<file path="config.mk">
export PLATFORM = sky130hd
export DESIGN_NAME = minheap_engine_flat
export DESIGN_NICKNAME = d
export VERILOG_FILES = /design/src/rtl/minheap_engine_pkg.sv /design/src/rtl/minheap_engine_if.sv /design/src/rtl/minheap_engine_min3_sel.sv /design/src/rtl/minheap_engine.sv /design/src/flat_wrapper.sv
export SDC_FILE = /design/constraint.sdc
export NUM_CORES = 1
export LEC_CHECK = 0
export BUFFER_PORTS_ARGS = -buffer_cell sky130_fd_sc_hd__buf_2
export CAP_MARGIN = 20
export CORE_MARGIN = 4
export CORE_UTILIZATION = 39
export CTS_BUF_LIST = sky130_fd_sc_hd__clkbuf_4 sky130_fd_sc_hd__clkbuf_8 sky130_fd_sc_hd__clkbuf_16
export CTS_CLUSTER_DIAMETER = 80
export DETAILED_ROUTE_END_ITERATION = 10
export HOLD_SLACK_MARGIN = 0.05
export PLACE_DENSITY = 0.63
export SKIP_LAST_GASP = 1
export SYNTH_ARGS = -nofsm -noshare
export SYNTH_HDL_FRONTEND = slang
export SYNTH_SLANG_ARGS = --single-unit
</file>
<file path="constraint.sdc">
create_clock -name clk -period 8.2 [get_ports clk]
set_clock_uncertainty 0.15 [all_clocks]
set_input_delay 1.64 -clock clk [delete_from_list [all_inputs] [get_ports clk]]
set_output_delay 1.64 -clock clk [all_outputs]
set_load 0.05 [all_outputs]
</file>
<file path="src/rtl/minheap_engine_pkg.sv">
// Shared types and defaults for the min-heap priority queue engine.
package minheap_engine_pkg;

  localparam int unsigned WIDTH_DEF  = 8;
  localparam int unsigned DEPTH_DEF  = 16;
  localparam int unsigned SIZE_W_DEF = 8;

  typedef enum logic [1:0] {
    S_IDLE,
    S_UP,
    S_DOWN,
    S_FIN
  } state_t;

  // Datapath action selected by the controller for the current cycle
  typedef enum logic [2:0] {
    A_NONE,
    A_PUSH,
    A_POP,
    A_REPL,
    A_SWAP_UP,
    A_SWAP_DN
  } act_t;

  // Index width for a heap of the given depth (at least one bit)
  function automatic int unsigned idx_bits(input int unsigned depth);
    return (depth > 1) ? $clog2(depth) : 1;
  endfunction

endpackage

</file>
<file path="src/rtl/minheap_engine_if.sv">
// Command/status bundle between the SoC glue (master) and the heap engine (slave).
interface minheap_engine_if #(
  parameter int unsigned WIDTH  = minheap_engine_pkg::WIDTH_DEF,
  parameter int unsigned SIZE_W = minheap_engine_pkg::SIZE_W_DEF
) ();

  logic              push;
  logic              pop;
  logic [WIDTH-1:0]  din;
  logic [WIDTH-1:0]  dout;
  logic [SIZE_W-1:0] size;
  logic              valid;
  logic              done;
  logic              busy;
  logic              err;

  modport master (
    output push, pop, din,
    input  dout, size, valid, done, busy, err
  );

  modport slave (
    input  push, pop, din,
    output dout, size, valid, done, busy, err
  );

endinterface

</file>
<file path="src/rtl/minheap_engine_min3_sel.sv">
// Picks the smallest of a node and its live children for the sift-down step.
// Ties keep the parent, then prefer the left child, so equal keys never move.
module minheap_engine_min3_sel #(
  parameter int unsigned WIDTH  = 8,
  parameter int unsigned IDX_W  = 4,
  parameter int unsigned SIZE_W = 8
) (
  input  logic [IDX_W-1:0]  i_idx,
  input  logic [SIZE_W-1:0] i_size,
  input  logic [WIDTH-1:0]  i_key_self,
  input  logic [WIDTH-1:0]  i_key_l,
  input  logic [WIDTH-1:0]  i_key_r,
  output logic [IDX_W-1:0]  o_m_c
);

  localparam int unsigned CH_W = IDX_W + 2;

  logic [CH_W-1:0]  w_left;
  logic [CH_W-1:0]  w_right;
  logic             w_l_live;
  logic             w_r_live;
  logic [WIDTH-1:0] w_best_key;

  assign w_left   = {1'b0, i_idx, 1'b1};
  assign w_right  = w_left + CH_W'(1);
  assign w_l_live = (32'(w_left)  < 32'(i_size));
  assign w_r_live = (32'(w_right) < 32'(i_size));

  // Strict less-than comparisons implement the tie rule
  always_comb begin
    o_m_c      = i_idx;
    w_best_key = i_key_self;
    if (w_l_live && (i_key_l < w_best_key)) begin
      o_m_c      = IDX_W'(w_left);
      w_best_key = i_key_l;
    end
    if (w_r_live && (i_key_r < w_best_key)) begin
      o_m_c = IDX_W'(w_right);
    end
  end

endmodule

</file>
<file path="src/rtl/minheap_engine.sv">
// Min-priority queue over a register-array binary heap; one compare/swap per clock.
// Push sifts up, pop and replace-top sift down; done pulses once per command.
module minheap_engine
  import minheap_engine_pkg::*;
#(
  parameter int unsigned WIDTH  = WIDTH_DEF,
  parameter int unsigned DEPTH  = DEPTH_DEF,
  parameter int unsigned SIZE_W = SIZE_W_DEF
) (
  input logic             clk,
  input logic             reset,
  minheap_engine_if.slave bus
);

  localparam int unsigned IDX_W = idx_bits(DEPTH);
  localparam int unsigned CH_W  = IDX_W + 2;

  state_t            r_state;
  state_t            w_next_state;
  act_t              w_act;
  logic              w_rej;

  logic [WIDTH-1:0]  r_mem [DEPTH];
  logic [SIZE_W-1:0] r_size;
  logic [IDX_W-1:0]  r_idx;
  logic              r_valid;
  logic              r_done;
  logic              r_err;
  logic              r_busy;

  logic              w_full;
  logic              w_empty;
  logic [IDX_W-1:0]  w_parent;
  logic [CH_W-1:0]   w_left;
  logic [CH_W-1:0]   w_right;
  logic [WIDTH-1:0]  w_key_cur;
  logic [WIDTH-1:0]  w_key_par;
  logic [WIDTH-1:0]  w_key_l;
  logic [WIDTH-1:0]  w_key_r;
  logic [IDX_W-1:0]  w_m_c;

  assign w_full    = (r_size == SIZE_W'(DEPTH));
  assign w_empty   = (r_size == '0);
  assign w_parent  = (r_idx - IDX_W'(1)) >> 1;
  assign w_left    = {1'b0, r_idx, 1'b1};
  assign w_right   = w_left + CH_W'(1);
  assign w_key_cur = r_mem[r_idx];
  assign w_key_par = r_mem[w_parent];
  // Out-of-range child reads alias a real slot; the selector ignores them as not live
  assign w_key_l   = r_mem[IDX_W'(w_left)];
  assign w_key_r   = r_mem[IDX_W'(w_right)];

  minheap_engine_min3_sel #(
    .WIDTH  (WIDTH),
    .IDX_W  (IDX_W),
    .SIZE_W (SIZE_W)
  ) u_min3_sel (
    .i_idx      (r_idx),
    .i_size     (r_size),
    .i_key_self (w_key_cur),
    .i_key_l    (w_key_l),
    .i_key_r    (w_key_r),
    .o_m_c      (w_m_c)
  );

  // State register
  always_ff @(posedge clk) begin
    if (reset) begin
      r_state <= S_IDLE;
    end else begin
      r_state <= w_next_state;
    end
  end

  // Next-state and datapath action decode; commands only matter in IDLE
  always_comb begin
    w_next_state = r_state;
    w_act        = A_NONE;
    w_rej        = 1'b0;
    case (r_state)
      S_IDLE: begin
        if (bus.push && bus.pop) begin
          if (w_empty) begin
            w_act        = A_PUSH;
            w_next_state = S_UP;
          end else begin
            w_act        = A_REPL;
            w_next_state = S_DOWN;
          end
        end else if (bus.push) begin
          if (w_full) begin
            w_rej        = 1'b1;
            w_next_state = S_FIN;
          end else begin
            w_act        = A_PUSH;
            w_next_state = S_UP;
          end
        end else if (bus.pop) begin
          if (w_empty) begin
            w_rej        = 1'b1;
            w_next_state = S_FIN;
          end else begin
            w_act        = A_POP;
            w_next_state = S_DOWN;
          end
        end
      end
      S_UP: begin
        if ((r_idx == '0) || (w_key_par <= w_key_cur)) begin
          w_next_state = S_FIN;
        end else begin
          w_act = A_SWAP_UP;
        end
      end
      S_DOWN: begin
        if (w_m_c == r_idx) begin
          w_next_state = S_FIN;
        end else begin
          w_act = A_SWAP_DN;
        end
      end
      S_FIN: begin
        w_next_state = S_IDLE;
      end
      default: begin
        w_next_state = S_IDLE;
      end
    endcase
  end

  // Heap storage, occupancy and registered status outputs
  always_ff @(posedge clk) begin
    if (reset) begin
      for (int i = 0; i < DEPTH; i++) begin
        r_mem[i] <= '0;
      end
      r_size  <= '0;
      r_idx   <= '0;
      r_valid <= 1'b0;
      r_done  <= 1'b0;
      r_err   <= 1'b0;
      r_busy  <= 1'b0;
    end else begin
      r_done <= (w_next_state == S_FIN);
      r_err  <= w_rej;
      r_busy <= (w_next_state != S_IDLE);
      case (w_act)
        A_PUSH: begin
          r_mem[IDX_W'(r_size)] <= bus.din;
          r_idx                 <= IDX_W'(r_size);
          r_size                <= r_size + SIZE_W'(1);
          r_valid               <= 1'b1;
        end
        A_POP: begin
          r_mem[0] <= r_mem[IDX_W'(r_size - SIZE_W'(1))];
          r_idx    <= '0;
          r_size   <= r_size - SIZE_W'(1);
          r_valid  <= (r_size != SIZE_W'(1));
        end
        A_REPL: begin
          r_mem[0] <= bus.din;
          r_idx    <= '0;
        end
        A_SWAP_UP: begin
          r_mem[w_parent] <= w_key_cur;
          r_mem[r_idx]    <= w_key_par;
          r_idx           <= w_parent;
        end
        A_SWAP_DN: begin
          r_mem[w_m_c] <= w_key_cur;
          r_mem[r_idx] <= r_mem[w_m_c];
          r_idx        <= w_m_c;
        end
        default: begin
        end
      endcase
    end
  end

  assign bus.dout  = r_mem[0];
  assign bus.size  = r_size;
  assign bus.valid = r_valid;
  assign bus.done  = r_done;
  assign bus.busy  = r_busy;
  assign bus.err   = r_err;

endmodule

</file>
<file path="src/flat_wrapper.sv">
// flat-port wrapper written by rule: the top's interface ports become plain ports
module minheap_engine_flat import minheap_engine_pkg::*;
#(
  parameter int unsigned WIDTH  = WIDTH_DEF,
  parameter int unsigned DEPTH  = DEPTH_DEF,
  parameter int unsigned SIZE_W = SIZE_W_DEF
)
  (clk, reset, bus_push, bus_pop, bus_din, bus_dout, bus_size, bus_valid, bus_done, bus_busy, bus_err);
  minheap_engine_if #(.WIDTH(WIDTH), .SIZE_W(SIZE_W)) bus_i ();
  input logic clk;
  input logic reset;
  input wire logic [$bits(bus_i.push)-1:0] bus_push;
  input wire logic [$bits(bus_i.pop)-1:0] bus_pop;
  input wire logic [$bits(bus_i.din)-1:0] bus_din;
  output wire logic [$bits(bus_i.dout)-1:0] bus_dout;
  output wire logic [$bits(bus_i.size)-1:0] bus_size;
  output wire logic [$bits(bus_i.valid)-1:0] bus_valid;
  output wire logic [$bits(bus_i.done)-1:0] bus_done;
  output wire logic [$bits(bus_i.busy)-1:0] bus_busy;
  output wire logic [$bits(bus_i.err)-1:0] bus_err;
  assign bus_i.push = bus_push;
  assign bus_i.pop = bus_pop;
  assign bus_i.din = bus_din;
  assign bus_dout = bus_i.dout;
  assign bus_size = bus_i.size;
  assign bus_valid = bus_i.valid;
  assign bus_done = bus_i.done;
  assign bus_busy = bus_i.busy;
  assign bus_err = bus_i.err;
  minheap_engine #(.WIDTH(WIDTH), .DEPTH(DEPTH), .SIZE_W(SIZE_W)) u_core (.clk(clk), .reset(reset), .bus(bus_i));
endmodule
</file>
==> run summary <==
Status: finished clean
Worst slew pin tran: 1250 ps
Total track usage: 28.99%
Worst path slowest cell: dfxtp_2
Peak Freq: 127.4 MHz
CP cell instances: buf_12, mux4_2, mux4_2, inv_1, ha_1, a21oi_1, a21boi_0, nor4_1, a21oi_1, buf_4, mux2i_1, ha_1, a21oi_1, o21ai_0, nor2_1, o2111ai_2, o21ai_2, mux2_2, o31ai_4, mux2_2, a21oi_2, nand3_2, nand3_1
Final core area utilization: 44.50%
Largest net degree at the start of global routing: 43
Port Buffers: 31
Cells after Synth: 1,086
RSZ-0062 raised after global routing: no
Crit end category: flip-flop
Slew Viols, Final: 0
Die Area: 0.03466 mm2
Req. time, crit path: 8140 ps
Number of max-cap violations: 0
CTS tree: done
Synthesized area: 0.01238 mm2
Setup TNS: 0 ps
Antenna Violating Nets Remaining: 0
H-tree levels: 4
Yosys warning count: 0
First-pass GRT wire length: 73,920 um
Post-CTS Setup Bufs: 0
Tcrit/Tclk final: 95.72%
Synth-to-layout area growth: 11.39%
FF-to-FF setup slack: 350 ps
CTS sink count: 150
Number of flops mapped to enable cells by yosys: 128
Multi-input logic area: 0.007660 mm2
# hold bufs at CTS: 0
Hold Path Class: flip-flop to flip-flop
Worst-path clk slew: 80 ps
Fill cell total of the finished layout: 2,861
Vias in the first global route: 10,573
Syn Area/Cell: 11.40 um2
FF+latch count, synth: 150
Reg2Reg Depth: 23
Min Tclk post-route: 7849 ps
Ant diodes: 0
Initial core utilization: 39.95%
Placed cell area: 0.01318 mm2
Setup CP Type: flip-flop to flip-flop
DIE HEIGHT: 186.2 um
Reg area: 0.004288 mm2
Placer congestion estimate: 1.015
Startpoint Class: flip-flop
CTS Buf Count: 17
DP HPWL: 36,430 um
DRT iter0 DRCs: 1,823
R2R Path End: u_core.r_mem[7][5]$_DFFE_PP_
Clock tree buffer depth: 2
Num ports: 32
Worst path max stage delay: 760 ps
Die X: 186.2 um
Rows: 64
Final hold vios: 0
Final #Nets: 1,163
CTS root buf: clkbuf_16
Core area: 0.03099 mm2
Setup crit end: u_core.r_mem[7][5]$_DFFE_PP_
Most used DFF post-synth: edfxtp_1
# setup viols final: 0
Post-cts resize count: 0
WP data arrival: 7790 ps
Yosys cell types: 78
Avg Vias per Cell: 7.502
Drc violations: 0
Grt ovf: 0
Most used cell along the critical path: a21oi_1
Initial antenna violation count: 0
CP Max Fanout: 21
Post-Syn Nets: 1,138
Via count: 11,403
DRT Wirelength: 50,300 um
Max_slew headroom: 16.38%
DR pass1 iterations: 6
Ratio of cells with drive above 1 in the final layout: 29.09%
Worst-Skew Late Latency: 450 ps
Sequential fraction of the synthesis area: 34.60%
Async SR Flop Fraction: 0%
Design Area, Final: 0.01379 mm2
Avg WL per Cell: 33.09 um
[synthesized netlist by cell type, drive strengths merged (5+ instances only)]
master  count  area share, %
a21oi      30            1.2
a21o        7           0.42
nor4       11           0.68
nor2b      10           0.51
o31ai      10           0.72
clkbuf     45            1.4
dfxtp      22            3.6
o21a        6           0.36
inv        24           0.73
nand3      55            3.0
xor2        5           0.35
ha         40            4.0
nor2       57            1.8
nand2      58            1.8
or4         6           0.39
o21ai      27            1.2
xnor2       9           0.64
mux4      116             21
buf        44            1.9
nand3b      8           0.49
edfxtp    128             31
o221ai     10           0.71
nand4       5           0.25
mux2       34            3.1
mux2i      36            3.2
and3        7           0.35
and2        5           0.25
o22ai     174            9.0
nor3       32            1.3
[cell families after synthesis]
kind of cell / count (synthesis) / share of synthesized area [%]
compound gates: 312 / 17.24
fa+ha+maj: 40 / 4.042
simple gates: 270 / 11.70
mux: 186 / 27.44
buf+inv: 114 / 3.982
flops: 150 / 34.60
xor+xnor: 14 / 0.9904
[area by class of cell]
type	count	area share, %
Multi-Input combinational cell	822	55.54
Clock buffer	17	3.085
Inverter	25	0.6805
Sequential cell	150	31.09
Clock inverter	15	1.125
Tap cell	396	3.593
Timing Repair Buffer	95	4.881
[how the worst min path moves through the flow]
stage                                         start                               to  slack (ps)  depth (start not counted)
global route        u_core.bus.size[4]$_SDFFE_PP0P_  u_core.bus.size[4]$_SDFFE_PP0P_         460                          2
floorplan              u_core.r_state[1]$_SDFF_PP0_     u_core.r_state[0]$_SDFF_PP0_         460                          3
finish              u_core.bus.size[7]$_SDFFE_PP0P_  u_core.bus.size[7]$_SDFFE_PP0P_         430                          2
CTS                 u_core.bus.size[7]$_SDFFE_PP0P_  u_core.bus.size[7]$_SDFFE_PP0P_         430                          2
global placement    u_core.bus.size[7]$_SDFFE_PP0P_  u_core.bus.size[7]$_SDFFE_PP0P_         390                          2
detailed placement  u_core.bus.size[7]$_SDFFE_PP0P_  u_core.bus.size[7]$_SDFFE_PP0P_         400                          2
[state kept, by name (all words and copies together), names as in the netlist, named ones only]
name and flops:
u_core.bus.size 8, u_core.bus.err 1, u_core.bus.done 1, u_core.bus.busy 1, u_core.bus.valid 1, u_core.r_mem 128
u_core.r_idx 4, u_core.r_state 2
[cells in the final DEF (no fill, tap or decap), drive strengths merged, types with 4 or more instances in the layout]
master,n
a21o,7
clkbuf,17
o21ai,27
nor2,57
nand3,55
mux4,116
nand4,5
and3,7
o41ai,4
clkinv,5
o21a,6
and2,5
o31ai,10
a22oi,4
nor4,11
or4,6
a21oi,30
nor3,32
o221ai,10
o22ai,174
edfxtp,128
nor2b,10
inv,32
mux2i,36
a211oi,4
nand3b,8
xor2,5
buf,95
o211ai,4
xnor2,9
a31oi,4
dfxtp,22
nand2,58
ha,40
nand2b,4
mux2,34
[stage by stage]
stage,cells,setup WS (ps),hold slack (ps)
floorplan,1086,354.3,455.6
global placement,1488,345.1,389.1
detailed placement,1488,324.7,400.9
CTS,1520,305.9,428.1
global route,1520,44.91,457.8
finish,1520,350.6,429.0
[per-layer routing]
layer | global-route usage [%] | wire length [um] | vias to the layer above
li1 | - | - | 4575
met1 | 39.83 | 18650 | 5646
met2 | 42.59 | 21510 | 1010
met3 | 9.413 | 7632 | 172
met4 | 11.89 | 2512 | 0
met5 | 0 | 0 | -
[critical path, delay by kind of cell (launching register included)]
| family | cells | cell delay, ps |
|---|---|---|
| compound gates | 9 | 2200 |
| fa+ha+maj | 2 | 600 |
| buf+inv | 3 | 620 |
| flops | 1 | 760 |
| mux | 5 | 1810 |
| simple gates | 4 | 1300 |
Power is not shown: default switching activity piles up to over one toggle a cycle in this logic, so the estimate is an artifact.
